==> config.mk <==
export PLATFORM = sky130hd
export DESIGN_NAME = inst_fetch
export DESIGN_NICKNAME = d
export VERILOG_FILES = /design/src/rtl/inst_fetch_pkg.sv /design/src/rtl/inst_fetch_queue.sv /design/src/rtl/inst_fetch.sv
export SDC_FILE = /design/constraint.sdc
export NUM_CORES = 1
export LEC_CHECK = 0
export ABC_CLOCK_PERIOD_IN_PS = 4460
export CORE_ASPECT_RATIO = 0.5
export CORE_UTILIZATION = 44
export DETAILED_ROUTE_END_ITERATION = 12
export GPL_TIMING_DRIVEN = 0
export PLACE_DENSITY_LB_ADDON = 0.3
export SLEW_MARGIN = 10
export SYNTH_ARGS = -nofsm -noshare
export SYNTH_HDL_FRONTEND = slang
export SYNTH_HIERARCHICAL = 1
export SYNTH_SLANG_ARGS = --single-unit
export TNS_END_PERCENT = 30
==> constraint.sdc <==
create_clock -name clk -period 4.46 [get_ports clk]
set_input_delay 0.669 -clock clk [delete_from_list [all_inputs] [get_ports clk]]
set_output_delay 0.669 -clock clk [all_outputs]
set_load 0.03 [all_outputs]
==> src/rtl/inst_fetch_pkg.sv <==
// Shared fetch-stage definitions: bus widths, reset PC, queue depth and the
// layout of one fetch-queue entry.
package inst_fetch_pkg;

    localparam int ADDR_BUS    = 32;
    localparam int DATA_BUS    = 32;
    localparam int MEM_SEL_BUS = 4;

    localparam logic [ADDR_BUS-1:0] INIT_PC = 32'hbfc0_0000;
    localparam int FETCH_QUEUE_DEPTH = 2;

    // One buffered fetch: exception flag, fetch address and instruction word.
    typedef struct packed {
        logic                adel;
        logic [ADDR_BUS-1:0] pc;
        logic [DATA_BUS-1:0] inst;
    } fetch_entry_t;

    // A fetch address is misaligned when it is not on a word boundary.
    function automatic logic pc_misaligned(input logic [ADDR_BUS-1:0] pc);
        return pc[1:0] != 2'b00;
    endfunction

endpackage

==> src/rtl/inst_fetch_queue.sv <==
// Circular fetch FIFO with push, pop and clear. Pointers wrap naturally
// because DEPTH is a power of two; the count has one extra bit to tell
// full from empty.
module inst_fetch_queue
    import inst_fetch_pkg::*;
#(
    parameter int DEPTH = FETCH_QUEUE_DEPTH
) (
    input  logic         clk,
    input  logic         rst_n,
    input  logic         clear_i,
    input  logic         push_i,
    input  logic         pop_i,
    input  fetch_entry_t push_data_i,
    output fetch_entry_t head_o,
    output logic         full_o,
    output logic         empty_o
);

    localparam int PTR_W = $clog2(DEPTH);
    localparam logic [PTR_W:0] DEPTH_C = (PTR_W + 1)'(DEPTH);

    fetch_entry_t     mem_q [DEPTH];
    logic [PTR_W-1:0] rd_ptr_q, rd_ptr_d;
    logic [PTR_W-1:0] wr_ptr_q, wr_ptr_d;
    logic [PTR_W:0]   count_q,  count_d;

    logic do_push;
    logic do_pop;

    assign empty_o = (count_q == '0);
    assign full_o  = (count_q == DEPTH_C);
    assign head_o  = mem_q[rd_ptr_q];

    // A pop from an empty queue is ignored; a push into a full queue only
    // happens when the head leaves in the same cycle. Clear wins over both.
    assign do_pop  = pop_i && !empty_o && !clear_i;
    assign do_push = push_i && (!full_o || do_pop) && !clear_i;

    // Next-state pointers and occupancy.
    always_comb begin
        // NOTE: every always_comb output gets a default first so no path
        // leaves it unassigned, which would infer a latch.
        rd_ptr_d = rd_ptr_q;
        wr_ptr_d = wr_ptr_q;
        count_d  = count_q;
        if (clear_i) begin
            rd_ptr_d = '0;
            wr_ptr_d = '0;
            count_d  = '0;
        end else begin
            if (do_pop)  rd_ptr_d = rd_ptr_q + PTR_W'(1);
            if (do_push) wr_ptr_d = wr_ptr_q + PTR_W'(1);
            count_d = count_q + {{PTR_W{1'b0}}, do_push} - {{PTR_W{1'b0}}, do_pop};
        end
    end

    // Pointer and count registers.
    always_ff @(posedge clk or negedge rst_n) begin
        // NOTE: sequential state uses non-blocking assignments so every
        // register samples its inputs from before the edge.
        if (!rst_n) begin
            rd_ptr_q <= '0;
            wr_ptr_q <= '0;
            count_q  <= '0;
        end else begin
            rd_ptr_q <= rd_ptr_d;
            wr_ptr_q <= wr_ptr_d;
            count_q  <= count_d;
        end
    end

    // Entry storage.
    // NOTE: the storage array is deliberately not reset; the count alone
    // decides which entries are meaningful, and consumers gate on empty.
    always_ff @(posedge clk) begin
        if (do_push) mem_q[wr_ptr_q] <= push_data_i;
    end

endmodule

==> src/rtl/inst_fetch.sv <==
// Instruction fetch stage: owns the PC, reads the combinational ROM, and
// buffers fetched words for decode. Redirects and flushes reload the PC and
// drop everything queued.
module inst_fetch
    import inst_fetch_pkg::*;
#(
    parameter logic [ADDR_BUS-1:0] RESET_PC    = INIT_PC,
    parameter int                  QUEUE_DEPTH = FETCH_QUEUE_DEPTH
) (
    input  logic                   clk,
    input  logic                   rst,
    input  logic                   flush,
    input  logic [ADDR_BUS-1:0]    flush_pc,
    input  logic                   redirect_en,
    input  logic [ADDR_BUS-1:0]    redirect_pc,
    output logic                   rom_en,
    output logic [MEM_SEL_BUS-1:0] rom_write_en,
    output logic [ADDR_BUS-1:0]    rom_addr,
    output logic [DATA_BUS-1:0]    rom_write_data,
    input  logic [DATA_BUS-1:0]    rom_read_data,
    output logic                   id_valid,
    input  logic                   id_ready,
    output logic [ADDR_BUS-1:0]    id_pc,
    output logic [DATA_BUS-1:0]    id_inst,
    output logic                   id_adel
);

    logic [ADDR_BUS-1:0] pc_q, pc_d;

    fetch_entry_t push_entry;
    fetch_entry_t head;
    logic         q_full;
    logic         q_empty;
    logic         pop;
    logic         clear;
    logic         misaligned;

    // Fetch never writes the ROM.
    assign rom_write_en   = '0;
    assign rom_write_data = '0;

    assign pop   = id_valid && id_ready;
    assign clear = flush || redirect_en;

    // A slot is available when the queue has room or the head leaves now.
    assign rom_en   = rst && !clear && (!q_full || pop);
    assign rom_addr = pc_q;

    // Misaligned fetches are queued with the exception flag and no word;
    // the later stage raises the exception and flushes.
    assign misaligned      = pc_misaligned(pc_q);
    assign push_entry.adel = misaligned;
    assign push_entry.pc   = pc_q;
    assign push_entry.inst = misaligned ? '0 : rom_read_data;

    inst_fetch_queue #(
        .DEPTH (QUEUE_DEPTH)
    ) u_queue (
        .clk         (clk),
        .rst_n       (rst),
        .clear_i     (clear),
        .push_i      (rom_en),
        .pop_i       (pop),
        .push_data_i (push_entry),
        .head_o      (head),
        .full_o      (q_full),
        .empty_o     (q_empty)
    );

    // Decode sees zeros whenever the queue is empty.
    assign id_valid = !q_empty;
    assign id_pc    = id_valid ? head.pc   : '0;
    assign id_inst  = id_valid ? head.inst : '0;
    assign id_adel  = id_valid && head.adel;

    // Next PC: flush beats redirect, which beats sequential advance.
    always_comb begin
        pc_d = pc_q;
        if (flush)            pc_d = flush_pc;
        else if (redirect_en) pc_d = redirect_pc;
        else if (rom_en)      pc_d = pc_q + 32'd4;
    end

    // PC register.
    always_ff @(posedge clk or negedge rst) begin
        if (!rst) pc_q <= RESET_PC;
        else      pc_q <= pc_d;
    end

endmodule

==> metrics <==
status finished, final reports clean; die area about 19000 µm²; chip width just under 200 µm; Internal Power approximately 2.8 mW; clock share of power 0.385; worst setup path class primary input to output pin; Worst setup startpoint id_ready; Slowest-stage cell, CP clkdlybuf4s50_1; total number of yosys warnings 6; Antenna Violating Nets Remaining 0; maxcap violations 0; dpl cell area approximately 11000 µm²; Post-CTS Setup Bufs 0; Psw between 0.9 and 1 mW; Leak about 4.2 nW; antenna violations before repair 0; crit end category output pin; DP Wirelength ~15000 µm; Synth async-reset ratio 0.2169; most frequent cells in the layout 197 x clkdlybuf4s50_1, 130 x edfxtp_1, 72 x buf_4; register area share after synthesis 0.5798; Post-Route Setup TNS 0 ps; WP data required around 3800 ps; Max-Slew Margin vs Limit 0.4802; sequential share of power 0.475; predominant post-synthesis flop cell edfxtp_1; crit-path cells clkdlybuf4s50_1 > nor2b_1 > o21ai_0 > clkbuf_1 > nor2_1 > clkdlybuf4s50_1; maximum vdd drop between 0.2 and 0.25 mV; combinational power share 0.140; CP top delay family buffers and inverters; worst skew pair latency 420 ps; Crit path top cell by count clkdlybuf4s50_1; Num Clock Sinks between 150 and 200; Vias/cell 5.068; post-synth top area cell edfxtp_1; Initial Util 0.4505; placed cells between 1000 and 1500; Clock Path Buffers 2; area delta synth->final 38.16%; Core Box Area ~18000 µm²; Syn Std Cell Area 8305 µm²; share of cells above drive strength 1 0.2125; CP max stage delay roughly 750 ps; DRT Pass-1 Iters 5; Wirelength per Cell 17.69 µm; crit path buf inv count 3; final period utilization 0.8814; Final setup viols 0; Routed WL approximately 21000 µm; Hold Crit Class primary input to asynchronous set/reset pin; Yosys cell types 61; clock skew 10.82 ps; Max Clock Freq 254.4 MHz; clk root buf clkbuf_16; sw frac 0.2555; critical path peak fanout 10; Post-CTS Resized 0; die span in y 99.15 µm; Starting DRT DRC Count 329; H-Tree Depth 4; vias in the first global route approximately 6300; min Tclk post-route a little under 4000 ps; port buffer count between 150 and 200; global-route wire length before repair around 33000 µm; Worst Setup Start Kind primary input; final cell count without fillers 1200; Finished Cell Area about 11000 µm²; Clk pin slew, worst setup/hold paths 70 ps; Hold Vio Cnt, Final 0; Final Net Count ~1000; global route total overflow 0; number of diodes 0; via count 6082; Syn Area/Cell roughly 12 µm²; largest net degree at the start of global routing 29; CTS tree done; Gate Count Post-Synth 670; total CTS buffers 17; IO Pins about 240; Power Dens Cells about 330 nW/µm²; DRC violations left 0; total power about 3.8 mW; final core occ 0.6224; leading post-synthesis cells by cell area edfxtp_1 47%, mux2_2 8.8%, dfrtp_1 8.1%, buf_4 6.5%, nor2b_1 5.2%; Total GRT Usage 0.2199; number of synthesized flops with an enable pin 130; fin. max-slew vios 0; Worst R2R Start u_queue/count_q[1]; post-synth top area share 0.4700; most common cell after layout, fill and taps aside clkdlybuf4s50_1; number of synthesized register bits roughly 170; cts hold-fix bufs 0; crit path DAT between 3000 and 4000 ps; worst-margin pin slew ~780 ps; gpl congestion ~0.83; std cell rows 35; RSZ-0062 raised after global routing no
-- per-stage QoR --
stage / hold slack (ps) / setup WS, ps
floorplan: 373.4 / -950.8
global placement: 474.1 / -4629
detailed placement: 536.0 / 454.2
CTS: 156.2 / 563.1
global route: 161.4 / 436.3
finish: 165.7 / 529.0
-- worst paths after layout --
path	to	slack, ps	depth (start not counted)
hold reg to reg	u_queue/mem_q[1][33]	550	0
min in group clk	u_queue/mem_q[1][33]	550	0
setup reg to reg	u_queue/mem_q[1][7]	990	9
max in group asynchronous	rom_addr[26]	3750	2
hold / removal	rom_addr[17]	170	1
setup / recovery	rom_en	530	6
-- area by class of cell --
class | instances | area (µm²)
inverter | 10 | 37.54
tap | 259 | 324.1
timing repair buffer | 204 | 2120
sequential | 166 | 4816
clock buffer | 18 | 429.2
buffer | 100 | 650.6
fill | 1501 | 6962
multi-input combinational | 429 | 2948
clock inverter | 14 | 150.1
-- per-layer routing --
metal	GRT usage	vias up	wire length, µm
li1	-	2846	-
met1	0.2725	2984	8919
met2	0.3882	234	10770
met3	0.05426	18	1371
met4	0.05469	0	167
met5	0	-	0
-- cell families (layout without fill, tap and decap cells) --
kind of cell | Yosys count | count (layout) | synth area share
simple gates | 213 | 213 | 0.1461
flops | 166 | 166 | 0.5798
buf+inv | 110 | 346 | 0.08286
compound gates | 87 | 87 | 0.07050
mux | 73 | 73 | 0.09777
xor+xnor | 17 | 17 | 0.01793
fa+ha+maj | 3 | 3 | 0.004520
other cells | 1 | 36 | 0.0004515
-- cell usage after synthesis, types with 9 or more instances --
master    count
mux2_2       65
a22oi_1      10
nand3_1      13
nor2_1       32
clkbuf_1     23
inv_1        10
dfstp_2       9
nor2b_1      69
o21ai_0      17
buf_4        72
xor2_1        9
dfrtp_1      27
edfxtp_1    130
a21oi_1      18
and2_1       33
nand2_1      28
-- power groups by stage --
| stage | clock [mW] | sequential [mW] | combinational [mW] |
|---|---|---|---|
| floorplan | 0 | 1.81 | 0.314 |
| global placement | 0 | 1.83 | 0.518 |
| detailed placement | 0 | 1.83 | 0.528 |
| CTS | 1.49 | 1.80 | 0.532 |
| global route | 1.55 | 1.81 | 0.566 |
| finish | 1.46 | 1.80 | 0.531 |
-- flip-flops by register name, summed over array words and instances (netlist names) --
name,flops
u_queue/wr_ptr_q,1
u_queue/mem_q,130
u_queue/count_q,2
u_queue/rd_ptr_q,1
rom_addr,32
Power figures use the tool's default switching activity.
